### config.mk
export PLATFORM = sky130hd
export DESIGN_NAME = alu_issue
export DESIGN_NICKNAME = d
export VERILOG_FILES = /design/src/rtl/alu_issue.sv
export SDC_FILE = /design/constraint.sdc
export NUM_CORES = 1
export LEC_CHECK = 0
export CAP_MARGIN = 20
export CELL_PAD_IN_SITES_DETAIL_PLACEMENT = 0
export CELL_PAD_IN_SITES_GLOBAL_PLACEMENT = 1
export CORE_ASPECT_RATIO = 1.4
export CORE_MARGIN = 3
export CORE_UTILIZATION = 33
export DETAILED_ROUTE_END_ITERATION = 16
export PLACE_DENSITY = 0.75
export SLEW_MARGIN = 10
export SYNTH_ARGS = -nofsm -noshare
export SYNTH_HDL_FRONTEND = slang
export SYNTH_SLANG_ARGS = --single-unit
### constraint.sdc
create_clock -name clk -period 1.87 [get_ports clk]
set_input_delay 0.374 -clock clk [delete_from_list [all_inputs] [get_ports clk]]
set_output_delay 0.374 -clock clk [all_outputs]
set_load 0.03 [all_outputs]
### src/rtl/alu_issue.sv
// RV32I operand-issue stage: decodes ALU operation and operands, then presents
// them through a two-entry registered skid buffer with valid/ready on both sides.
package alu_pkg;

    typedef enum logic [3:0] {
        ALU_ADD,
        ALU_SUB,
        ALU_AND,
        ALU_OR,
        ALU_XOR,
        ALU_SLT,
        ALU_SLTU,
        ALU_SLL,
        ALU_SRL,
        ALU_SRA,
        ALU_COPY1
    } alu_sel_e;

    typedef struct packed {
        logic [31:0] op1;
        logic [31:0] op2;
        alu_sel_e    sel;
        logic [4:0]  rd;
        logic        illegal;
    } entry_t;

    localparam entry_t RESET_ENTRY = '{
        op1: 32'h0, op2: 32'h0, sel: ALU_ADD, rd: 5'd0, illegal: 1'b0
    };

endpackage

module alu_issue
    import alu_pkg::*;
(
    input  logic        clk,
    input  logic        rst,
    input  logic        in_valid,
    output logic        in_ready,
    input  logic [31:0] inst,
    input  logic [31:0] pc,
    input  logic [31:0] rs1_data,
    input  logic [31:0] rs2_data,
    output logic        out_valid,
    input  logic        out_ready,
    output logic [31:0] op1,
    output logic [31:0] op2,
    output alu_sel_e    aluSel,
    output logic [4:0]  rd,
    output logic        illegal
);

    localparam logic [6:0] OPC_OP     = 7'b0110011;
    localparam logic [6:0] OPC_OP_IMM = 7'b0010011;
    localparam logic [6:0] OPC_LUI    = 7'b0110111;
    localparam logic [6:0] OPC_AUIPC  = 7'b0010111;
    localparam logic [6:0] OPC_LOAD   = 7'b0000011;
    localparam logic [6:0] OPC_JALR   = 7'b1100111;
    localparam logic [6:0] OPC_STORE  = 7'b0100011;
    localparam logic [6:0] F7_BASE    = 7'b0000000;
    localparam logic [6:0] F7_ALT     = 7'b0100000;

    typedef enum logic [1:0] {EMPTY, ONE, TWO} state_e;

    state_e state;
    entry_t head;
    entry_t tail;
    entry_t dec;
    logic   bad;
    logic   push;
    logic   pop;

    wire [6:0]  opcode = inst[6:0];
    wire [2:0]  funct3 = inst[14:12];
    wire [6:0]  funct7 = inst[31:25];
    wire [31:0] imm_i  = {{20{inst[31]}}, inst[31:20]};
    wire [31:0] imm_s  = {{20{inst[31]}}, inst[31:25], inst[11:7]};
    wire [31:0] imm_u  = {inst[31:12], 12'h000};

    function automatic alu_sel_e f3_sel(input logic [2:0] f3);
        case (f3)
            3'b000:  return ALU_ADD;
            3'b001:  return ALU_SLL;
            3'b010:  return ALU_SLT;
            3'b011:  return ALU_SLTU;
            3'b100:  return ALU_XOR;
            3'b101:  return ALU_SRL;
            3'b110:  return ALU_OR;
            default: return ALU_AND;
        endcase
    endfunction

    // NOTE: every signal driven here gets a default first so no latch is inferred.
    always_comb begin
        dec = '{op1: rs1_data, op2: imm_i, sel: ALU_ADD, rd: inst[11:7], illegal: 1'b0};
        bad = 1'b0;
        case (opcode)
            OPC_OP: begin
                dec.op2 = rs2_data;
                dec.sel = f3_sel(funct3);
                if (funct7 == F7_ALT) begin
                    if (funct3 == 3'b000)      dec.sel = ALU_SUB;
                    else if (funct3 == 3'b101) dec.sel = ALU_SRA;
                    else                       bad = 1'b1;
                end else if (funct7 != F7_BASE) begin
                    bad = 1'b1;
                end
            end
            OPC_OP_IMM: begin
                dec.sel = f3_sel(funct3);
                if (funct3 == 3'b101) begin
                    if (funct7 == F7_ALT)       dec.sel = ALU_SRA;
                    else if (funct7 != F7_BASE) bad = 1'b1;
                end else if (funct3 == 3'b001 && funct7 != F7_BASE) begin
                    bad = 1'b1;
                end
            end
            OPC_LUI: begin
                dec.op1 = imm_u;
                dec.op2 = 32'h0;
                dec.sel = ALU_COPY1;
            end
            OPC_AUIPC: begin
                dec.op1 = pc;
                dec.op2 = imm_u;
            end
            OPC_LOAD, OPC_JALR: ;
            OPC_STORE: dec.op2 = imm_s;
            default:   bad = 1'b1;
        endcase
        // Illegal entries still flow, forced to produce aluOut = 0 downstream.
        if (bad) begin
            dec.op1     = 32'h0;
            dec.op2     = 32'h0;
            dec.sel     = ALU_COPY1;
            dec.illegal = 1'b1;
        end
    end

    assign in_ready  = (state != TWO);
    assign out_valid = (state != EMPTY);
    assign push      = in_valid & in_ready;
    assign pop       = out_valid & out_ready;

    // NOTE: both slots are reset so the outputs show defined values out of reset.
    always_ff @(posedge clk or negedge rst) begin
        if (!rst) begin
            state <= EMPTY;
            head  <= RESET_ENTRY;
            tail  <= RESET_ENTRY;
        end else begin
            case (state)
                EMPTY: begin
                    if (push) begin
                        head  <= dec;
                        state <= ONE;
                    end
                end
                ONE: begin
                    if (push && pop) begin
                        head <= dec;
                    end else if (push) begin
                        tail  <= dec;
                        state <= TWO;
                    end else if (pop) begin
                        state <= EMPTY;
                    end
                end
                TWO: begin
                    if (pop) begin
                        head  <= tail;
                        state <= ONE;
                    end
                end
                default: state <= EMPTY;
            endcase
        end
    end

    assign op1     = head.op1;
    assign op2     = head.op2;
    assign aluSel  = head.sel;
    assign rd      = head.rd;
    assign illegal = head.illegal;

endmodule

Word level (Yosys, flattened, before mapping)
Cells that the tools add are included.

word-level totals
  output and inout port bits = 76
  memories = 0
  memory bits (writable) = 0
  flip-flop bits (word level) = 150
  latch bits = 0
  ROM bits = 0

operators by class
  order comparisons = 0
  $mul = 0
  divide/modulo/power cells = 0
  equal/unequal tests = 22
  mux-type cells = 29
  $add $sub $neg = 0
  shift-type cells = 0
  bitwise operators = 3
  reduce and logical (&&, ||, !) cells = 11

operator list
  kind                                            count
  two-way mux 74 bit                              3
  one-hot mux 74 bit (3 select lines)             1
  one-hot mux 32 bit (4 select lines)             1
  two-way mux 68 bit                              1
  one-hot mux 32 bit (2 select lines)             1
  == test 7 x 6 -> 1 bit (second input constant)  4
  one-hot mux 4 bit (7 select lines)              1
  two-way mux 4 bit                               5
  == test 7 x 5 -> 1 bit (second input constant)  2
  one-hot mux 4 bit (3 select lines)              1
  two-way mux 2 bit                               5
  != test 2 bit (second input constant)           5
  == test 3 bit (second input constant)           3
  two-way mux 1 bit                               8
  AND reduction 4 bit                             2
  == test 7 x 2 -> 1 bit (second input constant)  1
  == test 7 bit (second input constant)           1
  nonzero test 7 bit                              1
  == test 3 x 2 -> 1 bit (second input constant)  2
  one-hot mux 2 bit (3 select lines)              1
  OR reduction 5 bit                              1
  == test 3 x 1 -> 1 bit (second input constant)  1
  logical NOT 3 bit                               1
  != test 3 bit (second input constant)           1
  10 further kinds                                12

Longest topological paths before layout
Gate-level depths: netlist of the first run.

  word-level depth = 9
  mapped depth = 8

Worst setup path after synthesis of the first run
OpenSTA, ideal clock, no wires.

  kind = input to register
  start = input port inst[2]
  end = register tail[52] (netlist bit)
  data required time = 1.777 ns
  stages = 8
  setup time = 0.093 ns
  path slack = -0.299 ns
  data arrival time = 2.076 ns
  cells stage by stage = clkbuf_1 nor2b_1 mux2_2 nor3_4 nand3_2 buf_6 buf_6 o31ai_2

on the way
  longest elaborated chain between the ends = 4

ends and longest elaborated chain
  item                                            line  text
  start: declaration                              40    input logic [31:0] inst,
  == test 7 x 5 -> 1 bit (tied with other cells)  97    case (opcode)
  OR reduction 5 bit (no line)                    n/a
  one-hot mux 1 bit (3 select lines)              97
  two-way mux 68 bit *                            132   if (bad) begin
  end signal: assignment                          150   tail <= RESET_ENTRY;
  end signal: assignment                          163   tail <= dec;
  end: declaration                                67    entry_t tail;

Every way passes the cells marked *; elsewhere a longest branch is shown, timed or not.
A chain may end at the register's enable or synchronous reset.

Final worst setup path of the first run
  start = input port inst[25]
  end = register head (netlist bit op2[12])

on the way
  longest elaborated chain between the ends = 8

ends and longest elaborated chain
  item                                                           line           text
  nonzero test 7 bit                                             105, 113, 114
  two-way mux 1 bit / logical AND 1 bit (equally long branches)  105, 113, 114
  two-way mux 1 bit (on tied branches)                           112, 114
  two-way mux 1 bit                                              111            if (funct3 == 3'b101) begin
  one-hot mux 1 bit (3 select lines) *                           97
  two-way mux 68 bit *                                           132
  two-way mux 74 bit (on tied branches)                          160, 154
  one-hot mux 74 bit (3 select lines) *                          152            case (state)
  end signal: assignment                                         171            head <= tail;
  end: declaration                                               66             entry_t head;

Every way passes the cells marked *; elsewhere a longest branch is shown, timed or not. The select of a mux whose other input is x is not followed.

==> results, run 1 <==
- The run finished, with violations left.
- The final reports fail on negative setup slack.
- The final-layout setup total negative slack is -0.0201 ns.
- STA puts the critical path data required time at 2.21 ns.
- On the final layout, the worst clock skew is 0.0138 ns.
- The maximum achievable frequency is 532 MHz.
- The worst hold slack across all endpoints is 0.416 ns.
- The cell family contributing the most delay on the critical path is compound AO/OA/AOI/OAI gates.
- The static leakage power is 5.63 nW.
- The floorplan step set the die width to 137 µm.
- The power density over the cells is 963 nW/µm².
- The HPWL after detailed placement is 19,400 µm.
- The proportion of register bits with asynchronous set or reset after synthesis is 1.00.
- Counting every net in the synthesized netlist gives 1,042.
- The detailed-route DRC error count is 0.
- For this run, the leading register cell type out of synthesis is sky130_fd_sc_hd__dfrtp_1.
- The first-pass detailed-route iteration total is 5.
- For the pin with the worst max-slew slack, the measured transition is 0.530 ns.
- The via count of the first global-routing pass is 7,912.
- Sorting the synthesized cells by area gives the leading types as sky130_fd_sc_hd__dfrtp_1 47%, sky130_fd_sc_hd__nand2_1 9.6%, sky130_fd_sc_hd__o31ai_1 8.0%.
- The worst slack at placement is -0.835 ns.
- The fraction of the yosys area taken by sequential cells is 0.472.
- The buffer cell driving the clock tree root is sky130_fd_sc_hd__clkbuf_16.
- TritonCTS built the clock tree.
- For the finished layout, the period the worst path requires is 1.88 ns.
- The internal cell power is 0.00778 W.
- The final number of hold-violating endpoints is 0.
- The global-route usage over all layers is 0.224.
- Compared with the post-synthesis result, the final layout area differs by 56.5%.
- The CTS buffer count is 17.
- The number of H-tree levels is 4.
- The number of pins with negative max-slew slack in the final report is 0.
- The portion of total power attributed to combinational logic is 0.337.
- The floorplan die height is 190 µm.
- Using the TritonRoute via totals, the vias-per-cell ratio works out to 5.35.
- Headroom to the max-slew limit came out at 0.647.
- The worst hold-check path type is primary input to asynchronous set/reset pin.
- Setup slack on the critical path of the routed design comes to -0.0112 ns.
- The total number of nets in the final design is 1,283.
- The detailed router's first-iteration violation count is 541.
- The area enclosed by the die boundary is 26,000 µm².
- For this run the aggregate overflow at the end of global routing stands at 0.
- The clock passes through at most 2 buffers.
- Of the total power, registers draw 0.348.
- Counting flops with a built-in enable in the synthesized netlist gives 0.
- Dividing the synthesized area by the synthesized cell count gives 8.74 µm².
- The floorplan has 66 rows.
- The initial utilization of the core area, before any placement, comes to 0.339.
- Setup repair after global routing could not meet its margin everywhere.
- The I/O pin count is 208.
- Of the cells placed in the final design, the portion with a size suffix greater than 1 is 0.206.
- The arrival time at the worst endpoint is 2.22 ns.
- The leading area contributor after synthesis is sky130_fd_sc_hd__dfrtp_1.
- The critical path endpoint category is a flop.
- In the finished design, the share of the clock period the worst path needs comes to 1.01.
- The signal on the critical path passes through buf_6, or4_4, o41a_1, buf_4, a22oi_4, nand4_4, buf_12, o22ai_1.
- The final-report setup violation count is 2.
- The clock drives 150 sinks.
- Synthesis inferred 150 register bits.
- Together, buffers and inverters on the worst path number 3.
- The max-capacitance violation count is 0.
- The insertion delay to the later sink of the worst-skew pair is 0.43 ns.
- The path type of the worst setup path is primary input to flop.
- The cell area that synthesis handed to floorplanning was 7950 µm².
- Synthesis handed over a netlist of 910 instances.
- The fraction of power spent switching nets is 0.351.
- The cell count after placement is 1,423.
- The total detailed-routing wirelength is 29,300 µm.
- The number of input and output port buffers inserted is 207.
- The relative contribution of the clock network to total power is 0.315.
- The longest individual stage delay on the worst path is 0.54 ns.
- The startpoint type of the worst setup path is a primary input.
- In this run the remaining antenna-violating nets after routing total 0.
- Dividing the detail-routed wire length by the instance count gives 19.9 µm.
- The number of library cell types mapped by synthesis is 50.
- The pin count of the biggest net entering global routing is 97.
- Yosys printed 0 warnings.
- The highest fanout seen on the critical path is 19.
- The share of synthesized area in the top cell type comes to 0.472.
- The placer's final routability congestion estimate is 0.831.
- The first global-routing pass estimated 44,900 µm of wire.
- The post-CTS clock slew at the launch and capture registers of the worst setup and hold paths is 0.07 ns.
- The worst-case IR drop observed on VDD is 0.628 mV.
- The net switching power is 0.00420 W.
- The finished layout holds 1,471 standard cells, fillers aside.
- After floorplanning, the core was sized to cover 23,500 µm².
- The number of antenna violations at the first check in global routing is 1.
- The critical-path cell with the highest stage delay is sky130_fd_sc_hd__or4_4.
- The detailed router placed 7,875 vias in this run.
what timing repair did:
action	in CTS	in global routing
setup endpoints to repair	162	128
setup buffers	7	0
gates resized for setup	119	82
gates cloned	8	0
pin swaps	13	3
hold buffers	1	0
endpoints found under the hold margin	32	0
power groups by stage:
| stage | combinational, W | sequential (W) | clock [W] |
|---|---|---|---|
| 5_1_grt | 0.00432 | 0.00423 | 0.00399 |
| 3_3_place_gp | 0.00394 | 0.00423 | 0 |
| 3_5_place_dp | 0.00397 | 0.00423 | 0 |
| 6_report | 0.00404 | 0.00417 | 0.00378 |
| 2_1_floorplan | 0.00117 | 0.00503 | 0 |
| 4_1_cts | 0.00403 | 0.00418 | 0.00385 |
kinds of logic (layout without fill, tap and decap cells):
family,count (synthesis),in the layout,synth area share
buffers and inverters,90,344,0.0518
multiplexers,27,27,0.0342
AO/OA/AOI/OAI,316,316,0.257
XOR/XNOR,2,2,0.00220
flip-flops,150,150,0.472
AND/OR/NAND/NOR,325,325,0.182
other,0,1,0
registers in the layout, summed over array words and instances, names as in the netlist:
name	cells
rd	5
op1	32
tail	74
op2	32
aluSel	4
state	2
illegal	1
cells in the mapped netlist (2+ instances only):
cell / n
sky130_fd_sc_hd__a21oi_1: 61
sky130_fd_sc_hd__a221oi_1: 19
sky130_fd_sc_hd__a31oi_1: 10
sky130_fd_sc_hd__and3_1: 2
sky130_fd_sc_hd__buf_1: 11
sky130_fd_sc_hd__buf_2: 5
sky130_fd_sc_hd__buf_6: 9
sky130_fd_sc_hd__clkbuf_1: 62
sky130_fd_sc_hd__dfrtp_1: 150
sky130_fd_sc_hd__inv_1: 3
sky130_fd_sc_hd__mux2i_1: 26
sky130_fd_sc_hd__nand2_1: 204
sky130_fd_sc_hd__nand3b_1: 3
sky130_fd_sc_hd__nand4_4: 2
sky130_fd_sc_hd__nor2_1: 60
sky130_fd_sc_hd__nor2b_1: 24
sky130_fd_sc_hd__nor3_1: 2
sky130_fd_sc_hd__nor3b_1: 13
sky130_fd_sc_hd__o21a_1: 7
sky130_fd_sc_hd__o21ai_0: 92
sky130_fd_sc_hd__o21ai_1: 4
sky130_fd_sc_hd__o22ai_1: 19
sky130_fd_sc_hd__o31ai_1: 85
sky130_fd_sc_hd__o31ai_2: 10
sky130_fd_sc_hd__or3_1: 2
layout by cell type (no fill, tap or decap), types with 5 or more instances in the layout:
| master | netlist | routed |
|---|---|---|
| sky130_fd_sc_hd__o31ai_2 | 10 | 41 |
| sky130_fd_sc_hd__a21oi_2 | 0 | 6 |
| sky130_fd_sc_hd__o31ai_1 | 85 | 48 |
| sky130_fd_sc_hd__o21a_1 | 7 | 7 |
| sky130_fd_sc_hd__a221oi_1 | 19 | 19 |
| sky130_fd_sc_hd__o21ai_2 | 0 | 10 |
| sky130_fd_sc_hd__o31ai_4 | 0 | 6 |
| sky130_fd_sc_hd__dlymetal6s2s_1 | 0 | 41 |
| sky130_fd_sc_hd__dfrtp_1 | 150 | 149 |
| sky130_fd_sc_hd__nor2_1 | 60 | 60 |
| sky130_fd_sc_hd__a31oi_1 | 10 | 10 |
| sky130_fd_sc_hd__o22ai_2 | 1 | 9 |
| sky130_fd_sc_hd__buf_16 | 0 | 5 |
| sky130_fd_sc_hd__buf_6 | 9 | 5 |
| sky130_fd_sc_hd__nor2b_1 | 24 | 22 |
| sky130_fd_sc_hd__nor3b_2 | 0 | 5 |
| sky130_fd_sc_hd__o21ai_1 | 4 | 14 |
| sky130_fd_sc_hd__nor3b_1 | 13 | 5 |
| sky130_fd_sc_hd__o21ai_0 | 92 | 72 |
| sky130_fd_sc_hd__dlygate4sd2_1 | 0 | 30 |
| sky130_fd_sc_hd__buf_12 | 0 | 21 |
| sky130_fd_sc_hd__a21oi_1 | 61 | 53 |
| sky130_fd_sc_hd__mux2i_1 | 26 | 25 |
| sky130_fd_sc_hd__buf_4 | 0 | 69 |
| sky130_fd_sc_hd__clkbuf_16 | 0 | 17 |
| sky130_fd_sc_hd__o22ai_1 | 19 | 11 |
| sky130_fd_sc_hd__clkdlybuf4s50_1 | 0 | 127 |
| sky130_fd_sc_hd__nand2_1 | 204 | 202 |
stage by stage:
stage	total power, W	utilization	instance area (µm²)
floorplan	0.00621	-	7980
global placement	0.00816	0.467	10900
detailed placement	0.00820	0.467	10900
CTS	0.0121	0.520	12200
global route	0.0125	0.531	12400
finish	0.0120	0.531	12400
layout make-up:
class,count,area [µm²]
fill,2239,11000
clock inverter,12,190
tap,306,383
inverter,3,11.3
clock buffer,20,457
antenna,1,2.50
multi-input combinational,670,4300
sequential,150,3750
timing repair buffer,309,3340
metal layers:
metal / track usage / routed length (µm) / up-vias
met2: 0.380 / 15000 / 263
met5: 0 / 0 / -
li1: - / - / 3727
met3: 0.0265 / 1280 / 28
met4: 0.0703 / 512 / 0
met1: 0.298 / 12500 / 3857
worst register-to-register path: cells and delay by family (launching register included):
kind | cells | cell delay [ns]
flops | 1 | 0.43
mux | 1 | 0.32
buf+inv | 2 | 0.37
compound gates | 3 | 0.58
final timing paths:
kind	from	end	slack (ns)	cells after the start
max reg2reg	state[1]$_DFFE_PN0P_	op1[4]$_DFFE_PN0P_	0.03	6
min	rst	tail[1]$_DFFE_PN0P_	0.42	2
max	inst[25]	op2[12]$_DFFE_PN0P_	-0.01	8
max in group asynchronous	rst	op1[29]$_DFFE_PN0P_	0.88	3
min in group clk	inst[26]	tail[36]$_DFFE_PN0P_	0.46	4
min reg2reg	tail[70]$_DFFE_PN0P_	tail[70]$_DFFE_PN0P_	0.48	2
Power figures use the tool's default switching activity.
==> run 2: changes to the inputs <==
- CAP_MARGIN: 20 -> default
==> results of run 2 <==
Same layout as run 1: the final DEF is identical, and so are final timing and power.
==> run 3: changes to the inputs <==
- SLEW_MARGIN: 10 -> default
==> results of run 3 <==
Same layout as run 1: the final DEF is identical, and so are final timing and power.
==> patch 1, RTL diff (flow settings as in run 1) <==
Reset style: synchronous (`rst`), changed in one clocked block.
--- a/src/rtl/alu_issue.sv
+++ b/src/rtl/alu_issue.sv
@@ -145,3 +145,3 @@
     // NOTE: both slots are reset so the outputs show defined values out of reset.
-    always_ff @(posedge clk or negedge rst) begin
+    always_ff @(posedge clk) begin
         if (!rst) begin
Check against the original RTL: differs if rst is asserted again (counterexample within 4 cycles, from zero or initial values and one cycle with rst low); with rst held inactive, the same outputs for 4 cycles.
==> patch 1 against run 1 <==
- non-clock buffer count is 39 higher
- first-iteration DRC count is 8.3% higher
- cell count is 2.4% higher
- wire length is 4.2% lower
- register-to-register slack better by 0.14 ns
- die area is 5.7% lower
- setup slack better by 0.048 ns
- design area is 7.0% lower
- sequential cell count stayed put
- area after synthesis is 5.9% lower
- count of clock-buffer cells in the layout is 1 lower
- critical path type is now flop to output pin
- largest cell class unchanged
- highest routed layer is now met5
Power is not compared: it rests on default switching activity, and its combinational part moved more than twofold at a synthesized area within 25%.
==> patch 1: results (changes against run 1) <==
* Result of the run: finished clean
* Synth top cells by count: dfxtp_1 (150), o21ai_0 (139), nand2_1 (118)
* Grt met2 use at 0.361 (-0.0192)
* Initial DRC count at 586 (+8.3%)
* Reg2reg end: aluSel[3]$_SDFFE_PN0P_
* Slew @ Worst Pin at 0.433 ns (-0.0969 ns)
* Sequential fraction of the synthesis area at 0.401 (-0.0707)
* Static Leakage at 4.80 nW
* Gpl congestion at 0.862 (+3.7%)
* Maximum clock rate at 0.546 GHz (+2.6%)
* Async set-reset flop share out of synthesis at 0 (-1.00)
* Overall Global Routing Usage at 0.220 (-0.00475)
* WP data arrival at 1.46 ns (-0.76 ns)
* Largest net degree at the start of global routing at 41 (-58%)
* Drt via density at 5.26 (-1.7%)
* GRT met3 Usage at 0.0377 (+0.0112)
* CP max-delay cell: clkdlybuf4s50_1
* Place WS at -0.644 ns (+0.190 ns)
* Skew final at 0.00957 ns (-0.00418 ns)
* Worst setup startpoint: op2[0]$_SDFFE_PN0P_
* Post-synth EDFFs at 0 (unchanged)
* Post-place instance area at 0.0108 mm^2 (-1.6%)
* FF-to-FF Start: state[1]$_SDFFE_PN0P_
* Crit path capture: op2[0]
* Crit path largest cell delay at 0.69 ns (+0.15 ns)
* Layout cell share with drive strength beyond 1 at 0.187 (-0.0193)
* Synth cell types at 61 (+22%)
* Fill cells at 2122 (-5.2%)
* Cells after Synth at 920 (+1.1%)
* Fin util at 0.523 (-0.00725)
* Maximum fanout along the worst path at 2 (-17)
* CP top delay family: buffers and inverters
* Synth area leaders: dfxtp_1 (40%), o21ai_0 (9.3%), a21oi_1 (6.5%), nand2_1 (5.9%), mux2i_1 (4.3%)
* First-pass GRT wire length at 42800 um (-4.8%)
* Met1 Track Usage GR at 0.299 (+0.000955)
* Post-Syn Nets at 1052 (+0.96%)
* Detailed Place HPWL at 20300 um (+4.7%)
* R2R Setup Slk at 0.17 ns (+0.14 ns)
* Yosys Warn Count at 0 (unchanged)
* Vias at 7927 (+0.66%)
* Drt wl/cell at 18.6 um (-6.5%)
* N_diodes at 0 (-1)
* Final #Nets at 1328 (+3.5%)
* Hold crit path type: input pin to flop
* Post-Place Cells at 1465 (+3.0%)
## patch 1: how the worst min path moves through the flow
stage                           from                     to  slack, ns  depth (start not counted)
2_1_floorplan  tail[15]$_SDFFE_PN0P_  tail[15]$_SDFFE_PN0P_       0.42                          2
3_3_place_gp   tail[16]$_SDFFE_PN0P_  tail[16]$_SDFFE_PN0P_       0.43                          2
3_5_place_dp   tail[16]$_SDFFE_PN0P_  tail[16]$_SDFFE_PN0P_       0.43                          2
4_1_cts                          rst   tail[9]$_SDFFE_PN0P_       0.35                          3
5_1_grt                          rst   tail[9]$_SDFFE_PN0P_       0.38                          3
6_report                         rst  tail[54]$_SDFFE_PN0P_       0.37                          3
## patch 1: report_power, final
part | internal [mW] | switching, mW | total, mW
Combinational | 0.868 | 0.967 | 1.84
Clock | 1.78 | 1.43 | 3.20
Sequential | 3.33 | 0.0766 | 3.40
## patch 1: kinds of logic (layout without fill, tap and decap cells)
logic type             after synthesis  count (layout)  share of synthesized area
AND/OR/NAND/NOR                    267             267                      0.186
flip-flops                         150             150                      0.401
XOR/XNOR                             2               2                    0.00234
multiplexers                        34              34                     0.0458
buffers and inverters               95             384                     0.0594
AO/OA/AOI/OAI                      372             372                      0.305
## patch 1: area by class of cell
type,count,share of cell area
inverter,4,0.00130
multi-input combinational,675,0.360
tap,297,0.0321
clock inverter,13,0.00844
sequential,150,0.260
clock buffer,19,0.0392
timing repair buffer,348,0.299
## patch 1: what timing repair did
action                                  4_1_cts  5_1_grt
hold endpoints to repair                      0        0
gates resized for setup                      36       37
gates cloned                                  2        0
endpoints found under the setup margin      143      103
buffers inserted                              6        1
hold buffers                                  0        0
pin swaps                                     8        6
## patch 1: layer usage
metal	up-vias	share of wire
met5	-	0.00046
met4	2	0.021
met3	32	0.050
met2	215	0.48
met1	3774	0.45
li1	3904	-
==> patch 2, RTL diff (config.mk and constraints of run 1) <==
Made on the original files. Encoding of `state_e`: now one-hot (3 bits for 3 states).
--- a/src/rtl/alu_issue.sv
+++ b/src/rtl/alu_issue.sv
@@ -62,3 +62,3 @@
 
-    typedef enum logic [1:0] {EMPTY, ONE, TWO} state_e;
+    typedef enum logic [2:0] {EMPTY = 3'b001, ONE = 3'b010, TWO = 3'b100} state_e;
 
Function: same outputs for any inputs over 4 cycles, from zero or initial values and one cycle with rst low; so few cycles prove little.
==> patch 2 against run 1 <==
- via count shrank 1.2%
- clock skew decreased by 0.0014 ns
- power grew 5.0%
- design area fell by 1.8%
- setup slack improved by 0.00062 ns
- utilization rose by 1.0 points
- area after synthesis down 4.5%
- die area decreased by 4.4%
- the run still ends with setup timing left
- non-clock buffer count grew 20
- count of clock-buffer cells in the layout fell by 3
- sequential cell count increased by 1
- sequential share of layout area grew 0.76 points
- critical endpoint is now op2[7]$_DFFE_PN0P_
- wire length up 2.7%
==> patch 2: results (changes against run 1) <==
* Cells after Synth at 836 (-8.1%)
* # setup viols final at 4 (+2)
* Drt wl/cell at 21.1 um (+6.2%)
* Static Leakage at 5.82 nW (+3.4%)
* Result of the run: finished with violations
* Overall Global Routing Usage at 0.240 (+0.0161)
* WP data arrival at 2.20 ns (-0.02 ns)
* Slew @ Worst Pin at 0.471 ns (-0.0585 ns)
* Post-route setup TNS at -0.0252 ns (-0.00511 ns)
* Maximum fanout along the worst path at 39 (+20)
* P_int at 7.97 mW (+2.5%)
* Synth cell types at 52 (+4.0%)
* P_comb at 4.73 mW (+17%)
* Final Worst Setup Slack at -0.0106 ns (+0.000617 ns)
* Vias at 7783 (-1.2%)
* Layout cell share with drive strength beyond 1 at 0.226 (+0.0199)
* Post-Syn Nets at 968 (-7.1%)
* Largest net degree at the start of global routing at 71 (-27%)
* Violated checks: setup timing
* Fill cells at 2134 (-4.7%)
* Drt via density at 5.47 (+2.2%)
* VDD IR max at 679 uV (+8.3%)
* First-pass GRT wire length at 46600 um (+3.7%)
* Place WS at -0.622 ns (+0.212 ns)
* Vias in the first global route at 8088 (+2.2%)
* Skew final at 0.0123 ns (-0.00141 ns)
[patch 2: cell count changes after synthesis, moves of 8 or more]
| cell | change |
|---|---|
| o21ai_0 | -85 |
| nand3_1 | +52 |
| nand2_1 | -47 |
| o311ai_1 | +43 |
| o31ai_1 | -37 |
| and3_1 | +22 |
| nor2b_1 | -19 |
| o21ai_1 | +14 |
| nor3b_1 | -12 |
| o31ai_2 | -10 |
| buf_1 | -8 |
[patch 2: critical path, cell delays in order (launching register included)]
cell	delay (ns)
dfstp_2	0.56
and3b_1	0.21
o21bai_4	0.28
and2_4	0.26
buf_12	0.22
nand2_1	0.11
o311ai_2	0.09
[patch 2: stage by stage]
stage	area, um^2	power [mW]
5_1_grt	12200	13.2
6_report	12200	12.6
4_1_cts	11900	12.6
2_1_floorplan	7600	6.55
3_5_place_dp	10800	8.86
3_3_place_gp	10800	8.82
[patch 2: metal layers]
metal  share of wire  wire length (um)  GRT usage  vias up
met5               0                 0          0        -
met4           0.030               889     0.0949        0
met3           0.039              1170     0.0348       48
met2            0.51             15400      0.416      227
met1            0.42             12600      0.303     3875
li1                -                 -          -     3633
[patch 2: path summary, 6_finish.rpt]
check                                        to  slack, ns  cells past startpoint            startpoint
setup / recovery             op2[7]$_DFFE_PN0P_      -0.01                      6  state[0]$_DFFE_PN1P_
hold / removal               op2[3]$_DFFE_PN0P_       0.43                      2                   rst
setup reg to reg             op2[7]$_DFFE_PN0P_      -0.01                      6  state[0]$_DFFE_PN1P_
hold reg to reg            tail[50]$_DFFE_PN0P_       0.48                      2  tail[50]$_DFFE_PN0P_
max in group asynchronous  tail[69]$_DFFE_PN0P_       0.80                      3                   rst
min in group clk           tail[50]$_DFFE_PN0P_       0.48                      2  tail[50]$_DFFE_PN0P_
[patch 2: final cells by class]
cell class,count,area (um^2),area share
multi-input cells,602,4050,0.331
flip-flops and latches,151,3780,0.309
repair buffers,329,3390,0.277
clock buffers,17,425,0.0348
well taps,301,377,0.0308
clock inverters,14,176,0.0144
inverters,6,22.5,0.00184
diodes,2,5.00,0.000410
[patch 2: timing repair]
item,CTS,global route
setup buffers,7,3
endpoints found under the hold margin,35,0
hold buffers,1,0
pin swaps,18,8
cloned,6,0
endpoints found under the setup margin,156,161
gates resized for setup,105,65
[patch 2: cell families (layout without fill, tap and decap cells)]
| family | count (synthesis) | in the layout | share of synthesized area |
|---|---|---|---|
| AOI/OAI and AO/OA | 248 | 248 | 0.227 |
| xor gates and xnor gates | 2 | 2 | 0.00231 |
| buffers and inverters | 86 | 366 | 0.0485 |
| DFF | 151 | 151 | 0.498 |
| muxes | 23 | 23 | 0.0305 |
| other | 0 | 2 | 0 |
| and+or+nand+nor | 326 | 329 | 0.194 |
